<file path="config.mk">
export PLATFORM = sky130hd
export DESIGN_NAME = fifo_wr_arbiter
export DESIGN_NICKNAME = d
export VERILOG_FILES = /design/src/rtl/fifo_wr_arbiter.sv
export SDC_FILE = /design/constraint.sdc
export NUM_CORES = 1
export LEC_CHECK = 0
export ABC_AREA = 1
export CORE_MARGIN = 3
export CORE_UTILIZATION = 32
export DETAILED_ROUTE_END_ITERATION = 6
export GPL_ROUTABILITY_DRIVEN = 0
export PLACE_DENSITY = 0.88
export SYNTH_ARGS = -nofsm -noshare
export SYNTH_HDL_FRONTEND = slang
export SYNTH_SLANG_ARGS = --single-unit
</file>
<file path="constraint.sdc">
create_clock -name clk_w -period 1.58 [get_ports clk_w]
set_input_delay 0.158 -clock clk_w [delete_from_list [all_inputs] [get_ports clk_w]]
set_output_delay 0.158 -clock clk_w [all_outputs]
set_load 0.02 [all_outputs]
</file>
<file path="src/rtl/fifo_wr_arbiter.sv">
// Round-robin burst arbiter sharing one FIFO write port among NUM_REQ producers.
// Define FIFO_WR_ARB_STATS_EN to add the beat_count / stall_count statistics outputs.

module fifo_wr_arbiter #(
  parameter int NUM_REQ   = 4,
  parameter int WIDTH     = 32,
  parameter int BURST_MAX = 4
) (
  input  logic                     clk_w,
  input  logic                     rst_n,
  input  logic [NUM_REQ-1:0]       req,
  input  logic [NUM_REQ*WIDTH-1:0] req_data,
  output logic [NUM_REQ-1:0]       req_ack,
  output logic [NUM_REQ-1:0]       grant,
  input  logic                     fifo_full,
  output logic                     fifo_wr_en,
  output logic [WIDTH-1:0]         fifo_data_in,
  output logic                     busy
`ifdef FIFO_WR_ARB_STATS_EN
  ,
  output logic [NUM_REQ*16-1:0]    beat_count,
  output logic [15:0]              stall_count
`endif
);

  localparam int IW = $clog2(NUM_REQ);
  localparam int SW = IW + 1;
  localparam int CW = $clog2(BURST_MAX + 1);

  typedef enum logic {
    S_IDLE,
    S_BURST
  } state_e;

  state_e              state_q, state_d;
  logic [NUM_REQ-1:0]  grant_q, grant_d;
  logic [IW-1:0]       rr_ptr_q, rr_ptr_d;
  logic [CW-1:0]       beat_cnt_q, beat_cnt_d;

  logic [IW-1:0]       g_idx;
  logic [WIDTH-1:0]    g_data;
  logic                g_req;
  logic                beat;
  logic                last_beat;
  logic [IW-1:0]       nxt_ptr;
  logic [IW-1:0]       pick_idx;
  logic                pick_vld;
  logic [SW-1:0]       sum;

  always_comb begin
    g_idx  = '0;
    g_data = '0;
    for (int i = 0; i < NUM_REQ; i++) begin
      if (grant_q[i]) begin
        g_idx  = IW'(i);
        g_data = req_data[i*WIDTH +: WIDTH];
      end
    end
  end

  assign g_req     = |(req & grant_q);
  assign busy      = (state_q == S_BURST);
  assign beat      = busy && g_req && !fifo_full;
  assign last_beat = (beat_cnt_q == CW'(BURST_MAX - 1));
  assign nxt_ptr   = (g_idx == IW'(NUM_REQ - 1)) ? '0 : g_idx + 1'b1;

  // First active request at or after rr_ptr, wrapping at NUM_REQ.
  always_comb begin
    pick_vld = 1'b0;
    pick_idx = '0;
    sum      = '0;
    for (int k = 0; k < NUM_REQ; k++) begin
      sum = {1'b0, rr_ptr_q} + SW'(k);
      if (sum >= SW'(NUM_REQ)) begin
        sum = sum - SW'(NUM_REQ);
      end
      if (!pick_vld && req[sum[IW-1:0]]) begin
        pick_vld = 1'b1;
        pick_idx = sum[IW-1:0];
      end
    end
  end

  always_comb begin
    state_d    = state_q;
    grant_d    = grant_q;
    rr_ptr_d   = rr_ptr_q;
    beat_cnt_d = beat_cnt_q;
    unique case (state_q)
      S_IDLE: begin
        if (pick_vld) begin
          state_d    = S_BURST;
          grant_d    = NUM_REQ'(1) << pick_idx;
          beat_cnt_d = '0;
        end
      end
      S_BURST: begin
        if (!g_req || (beat && last_beat)) begin
          state_d    = S_IDLE;
          grant_d    = '0;
          rr_ptr_d   = nxt_ptr;
          beat_cnt_d = '0;
        end else if (beat) begin
          beat_cnt_d = beat_cnt_q + 1'b1;
        end
      end
      default: begin
        state_d = S_IDLE;
        grant_d = '0;
      end
    endcase
  end

  always_ff @(posedge clk_w or negedge rst_n) begin
    if (!rst_n) begin
      state_q    <= S_IDLE;
      grant_q    <= '0;
      rr_ptr_q   <= '0;
      beat_cnt_q <= '0;
    end else begin
      state_q    <= state_d;
      grant_q    <= grant_d;
      rr_ptr_q   <= rr_ptr_d;
      beat_cnt_q <= beat_cnt_d;
    end
  end

  // Write side is decoded from the registered grant, so reset silences it at once.
  assign grant        = grant_q;
  assign fifo_wr_en   = beat;
  assign req_ack      = beat ? grant_q : '0;
  assign fifo_data_in = beat ? g_data : '0;

`ifdef FIFO_WR_ARB_STATS_EN
  logic [NUM_REQ*16-1:0] beat_count_q, beat_count_d;
  logic [15:0]           stall_count_q, stall_count_d;
  logic                  stall;

  assign stall = busy && g_req && fifo_full;

  always_comb begin
    beat_count_d  = beat_count_q;
    stall_count_d = stall_count_q;
    for (int i = 0; i < NUM_REQ; i++) begin
      if (beat && grant_q[i] && (beat_count_q[i*16 +: 16] != 16'hFFFF)) begin
        beat_count_d[i*16 +: 16] = beat_count_q[i*16 +: 16] + 16'd1;
      end
    end
    if (stall && (stall_count_q != 16'hFFFF)) begin
      stall_count_d = stall_count_q + 16'd1;
    end
  end

  always_ff @(posedge clk_w or negedge rst_n) begin
    if (!rst_n) begin
      beat_count_q  <= '0;
      stall_count_q <= '0;
    end else begin
      beat_count_q  <= beat_count_d;
      stall_count_q <= stall_count_d;
    end
  end

  assign beat_count  = beat_count_q;
  assign stall_count = stall_count_q;
`endif

endmodule

</file>
Word-level counts from Yosys, hierarchy flattened

Index checks and enable logic that the tools add are counted.

Add/subtract/negate cells: 9
$lt $le $gt $ge: 8
Equal/unequal tests: 5
Shift operators: 1
Muxes and demuxes: 40
Bitwise operators: 2
Reductions and logical operators: 16

Operators by type and width:

| cell                | number |
|---|---|
| $mux 32             | 5 |
| $mux 2              | 11 |
| $lt 2x3->1 const B  | 4 |
| $mux 4              | 3 |
| $mux 1              | 11 |
| $ge 3x3->1 const B  | 3 |
| $mux 3              | 3 |
| $bmux 1 s2          | 4 |
| $pmux 4 s2          | 1 |
| $sub 2x1->2 const B | 4 |
| $add 2x2->3 const B | 2 |
| $logic_and 1x1->1   | 6 |
| $pmux 3 s2          | 1 |
| $reduce_and 2->1    | 3 |
| $logic_not 1->1     | 5 |
| $and 4x4->4         | 1 |
| $reduce_or 4->1     | 1 |
| $shl 1x2->4 const A | 1 |
| $add 2x1->3 const B | 1 |
| $add 3x1->3 const B | 1 |
| $eq 3x2->1 const B  | 1 |
| $ge 2x3->1 const B  | 1 |
| $ne 3x1->1 const B  | 1 |
| $add 2x1->2 const B | 1 |
| 6 further kinds     | 6 |

Flip-flop bits (word level): 10
Bits of input ports: 135
Output and inout bits: 42
Logic and storage cells: 85

Logic depth before layout (Yosys ltp)

Gate-level depths: netlist (run 1).

Word-level depth: 17
Mapped depth: 12
Depth with buffers taken out: 12

Worst setup path after synthesis (run 1)

Ideal clock, no wire load.

Path kind: register -> output
Start point: reg grant_q[3], in the netlist grant[3]
End point: out fifo_data_in[10]
Arrival time: 1,622 ps
Required time: 1,422 ps
Slack: -200 ps
Stages on the path, launching flop included: 8
Buffers on the path: 1
Path through: dfrtp_1 inv_1 o22ai_1 nor2_2 nor2_4 inv_2 buf_6 nor2_1

Longest elaborated chain between the ends: 5
Elaborated cells between the ends (all ways): 6
Classes of those cells: 2 x mux; 1 x bitwise; 3 x reduce/logical

RTL lines:

| item                           | RTL line | source |
|---|---|---|
| start, declared                | 36       | `logic [NUM_REQ-1:0] grant_q, grant_d;` |
| start signal, assigned         | 122      | `grant_q <= grant_d;` |
| $and 4x4->4                    | 61       | `assign g_req = \|(req & grant_q);` |
| $reduce_or 4->1                | 61       |  |
| $logic_and 1x1->1 (2 in a row) | 63       | `assign beat = busy && g_req && !fifo_full;` |
| via fifo_wr_en                 | 16       | `output logic fifo_wr_en,` |
| $mux 32                        | 132      | `assign fifo_data_in = beat ? g_data : '0;` |
| end, declared                  | 17       | `output logic [WIDTH-1:0] fifo_data_in,` |

The timed path passes the listed nets, and every way through them passes these cells.

Worst setup path in the final report (run 1)

Start point: reg grant_q[2], in the netlist grant[2]
End point: out fifo_data_in[10]

Longest elaborated chain between the ends: 5
Elaborated cells between the ends (all ways): 7
Classes of those cells: 3 x mux; 1 x bitwise; 3 x reduce/logical

RTL lines:

| item                           | RTL line |
|---|---|
| $and 4x4->4                    | 61 |
| $reduce_or 4->1                | 61 |
| $logic_and 1x1->1 (2 in a row) | 63 |
| $mux 32 *                      | 132 |

Every way passes the cells marked *; elsewhere a longest branch is shown, timed or not.

==> flow_summary.json, run 1 <==
{
  "synth_area_um2": 1920,
  "max_freq_mhz": 517,
  "final_core_util": 0.874,
  "rrSetupSlack_ns": -0.06,
  "synth_compound_area_frac": 0.289,
  "htree_num_levels": 1,
  "yosysWarnings": 0,
  "r2r-start": "rr_ptr_q[0]$_DFFE_PN0P_",
  "std_cell_rows": 27,
  "final-hold-violation-count": 0,
  "grt_max_degree": 35,
  "dpl.hpwl_mm": 8.39,
  "grt_pass1_vias": 3503,
  "grt-ovfl-total": 0,
  "yosys.area.top_type": "o21ai_0",
  "use_met2": 0.566,
  "antenna_found_initial": 0,
  "final_area_um2": 4930,
  "synth_seq_cells": 10,
  "synth_edf_count": 0,
  "synth_mux_area_frac": 0,
  "insertion_delay_ns": 0.25,
  "synthAdderAreaFrac": 0.0130,
  "drt-initial-drc-count": 178,
  "io_buffers": 176,
  "routedWlPerCell_um": 18.6,
  "hold_buffers": 0,
  "ff2ff_path_depth": 11,
  "critPathMaxFanout": 21,
  "slew_violations": 0,
  "cts_buffer_depth": 2,
  "busiest_layer": "met2",
  "grt_use_total": 0.303,
  "async_reset_ff_frac": 1.00,
  "crit_path_start_kind": "flip-flop",
  "grt_pass1_wl_mm": 17.5,
  "synth_top_family_by_area": "simple AND/OR/NAND/NOR gates",
  "relSlewSlack": 0.687,
  "status": "complete, but fails checks",
  "synthSimpleGateAreaFrac": 0.456,
  "vias_per_cell": 5.45,
  "die-area_um2": 6970,
  "setup_violations": 41,
  "synth_area_leaders": "o21ai_0 24%, nand2_1 22%, nor2_1 13%, dfrtp_1 13%, nand3_1 3.6%",
  "layout_commonest_cell": "clkdlybuf4s50_1",
  "critPathRequiredTime_ns": 1.42,
  "ios": 177,
  "cts_buffers": 3,
  "powerDensity_nw_per_um2": 1390,
  "antenna_cells": 0,
  "clk_pin_slew_worst_paths_ns": 0.05,
  "syn_nets": 513,
  "end_kind": "output pin",
  "dieWidth_um": 83.5,
  "hp-class": "input pin to async pin",
  "synthCells": 376,
  "fin_hold_ws_ns": 0.236,
  "drc_errors": 0,
  "drt_wl_total_mm": 12.5,
  "drtAntennaViolNets": 0,
  "die_h_um": 83.5,
  "use_met1": 0.341,
  "synth.distinct_cells": 24,
  "crit_type": "flip-flop to output pin",
  "rsz0062_at_grt": "true",
  "pre_cts_ws_ns": -0.700,
  "area_delta_synth_final_pct": 157,
  "synth-main-ff-cell": "dfrtp_1",
  "ir_drop_v": 0.00155,
  "placed_area_um2": 4460,
  "most-common-layout-cells": "134 x clkdlybuf4s50_1, 101 x nand2_1, 56 x buf_4",
  "r2r-end": "grant[0]$_DFFE_PN0P_",
  "vias": 3674,
  "synth.avg_cell_area_um2": 5.11,
  "tightest_slew_ns": 0.468,
  "leakage_nw": 2.19,
  "ys_seq_area_frac": 0.130,
  "cts_sinks": 10,
  "min_period_over_period": 1.22,
  "grtUsageMet3": 0.0484,
  "min_period_ns": 1.94,
  "max_cap_violations": 0,
  "cts_tree": "done",
  "drive_gt1_frac": 0.367,
  "dr.pass1.iters": 5,
  "final_nets": 740,
  "synthXorXnorAreaFrac": 0,
  "setup_tns_ns": -9.83,
  "synth_top_area_share": 0.245,
  "start_util": 0.340,
  "worst_slack_ns": -0.355,
  "fin_worst_skew_ns": 0.00434,
  "violations": "setup timing",
  "arrival_ns": 1.78,
  "coreArea_um2": 5640,
  "root_buffer": "clkbuf_8"
}
-- Yosys cell counts (2+ instances only) --
cell type,instances
nand3_2,2
o21ai_0,94
nand2_1,115
inv_1,15
buf_2,10
dfrtp_1,10
ha_1,2
nand4_1,3
o221ai_1,2
o21ai_1,4
nor2_2,3
a21oi_2,2
clkbuf_1,10
inv_2,6
nand2_2,5
nor2_1,67
buf_6,4
a21oi_1,2
nand3_1,14
nor2_4,2
-- kinds of logic after synthesis --
| logic type | Yosys count |
|---|---|
| simple gates | 212 |
| compound gates | 106 |
| buf+inv | 46 |
| flops | 10 |
| fa+ha+maj | 2 |
-- critical path, cell delays in order (launching register included) --
cell	delay, ns
dfrtp_2	0.44
inv_4	0.10
buf_12	0.16
buf_6	0.11
o21ai_0	0.10
o21ai_1	0.24
o21ai_2	0.13
nor2_4	0.12
buf_6	0.12
-- registers in the layout, summed over array words and instances, names as in the netlist --
register    cells
grant           4
rr_ptr_q        2
busy            1
beat_cnt_q      3
-- what timing repair did --
| action | CTS | global route |
|---|---|---|
| resized for setup | 267 | 84 |
| setup buffers | 6 | 8 |
| gates cloned | 0 | 3 |
| setup endpoints to repair | 40 | 48 |
| pin swaps | 3 | 27 |
-- through the flow --
stage / std cells / total power [mW]
final: 674 / 6.83
after global routing: 674 / 7.27
after CTS: 665 / 5.75
after detailed placement: 655 / 5.17
after global placement: 655 / 5.01
after floorplan: 376 / 3.23
-- cell type report --
| cell class | instances | area [µm²] |
|---|---|---|
| Timing Repair Buffer | 245 | 2500 |
| Sequential cell | 10 | 259 |
| Tap cell | 72 | 90.1 |
| Inverter | 22 | 95.1 |
| Multi-Input combinational cell | 321 | 1940 |
| Fill cell | 322 | 711 |
| Clock buffer | 4 | 45.0 |
-- metal layers --
layer  up-vias  wire length [µm]
met5         -                 0
met4         0               745
met3        76               971
met2       262              6480
met1      1648              4340
li1       1688                 -
-- worst max-delay path by stage --
stage,to,depth (start not counted),slack [ns],from
2_1_floorplan,fifo_data_in[0],7,-0.008,grant[0]$_DFFE_PN0P_
3_3_place_gp,fifo_data_in[3],9,-0.66,req[3]
3_5_place_dp,fifo_data_in[21],9,-0.70,req[3]
4_1_cts,fifo_data_in[20],9,-0.28,grant[2]$_DFFE_PN0P_
5_1_grt,fifo_data_in[10],8,-0.41,grant[2]$_DFFE_PN0P_
6_report,fifo_data_in[10],8,-0.36,grant[2]$_DFFE_PN0P_
-- power by group --
| group | total (mW) | internal [mW] | leakage (nW) | switching [mW] |
|---|---|---|---|---|
| logic | 6.10 | 2.64 | 2.04 | 3.46 |
| registers | 0.437 | 0.343 | 0.122 | 0.0939 |
| clock network | 0.291 | 0.178 | 0.0228 | 0.113 |
(Power assumes the default switching activity.)
==> run 2: changes to the inputs <==
--- a/config.mk
+++ b/config.mk
@@ -8,6 +8,7 @@
 export ABC_AREA = 1
 export CORE_MARGIN = 3
 export CORE_UTILIZATION = 32
+export CTS_CLUSTER_DIAMETER = 50
 export DETAILED_ROUTE_END_ITERATION = 6
 export GPL_ROUTABILITY_DRIVEN = 0
 export PLACE_DENSITY = 0.88
==> results of run 2 <==
No change in the layout: final DEF, timing and power equal those of run 1.
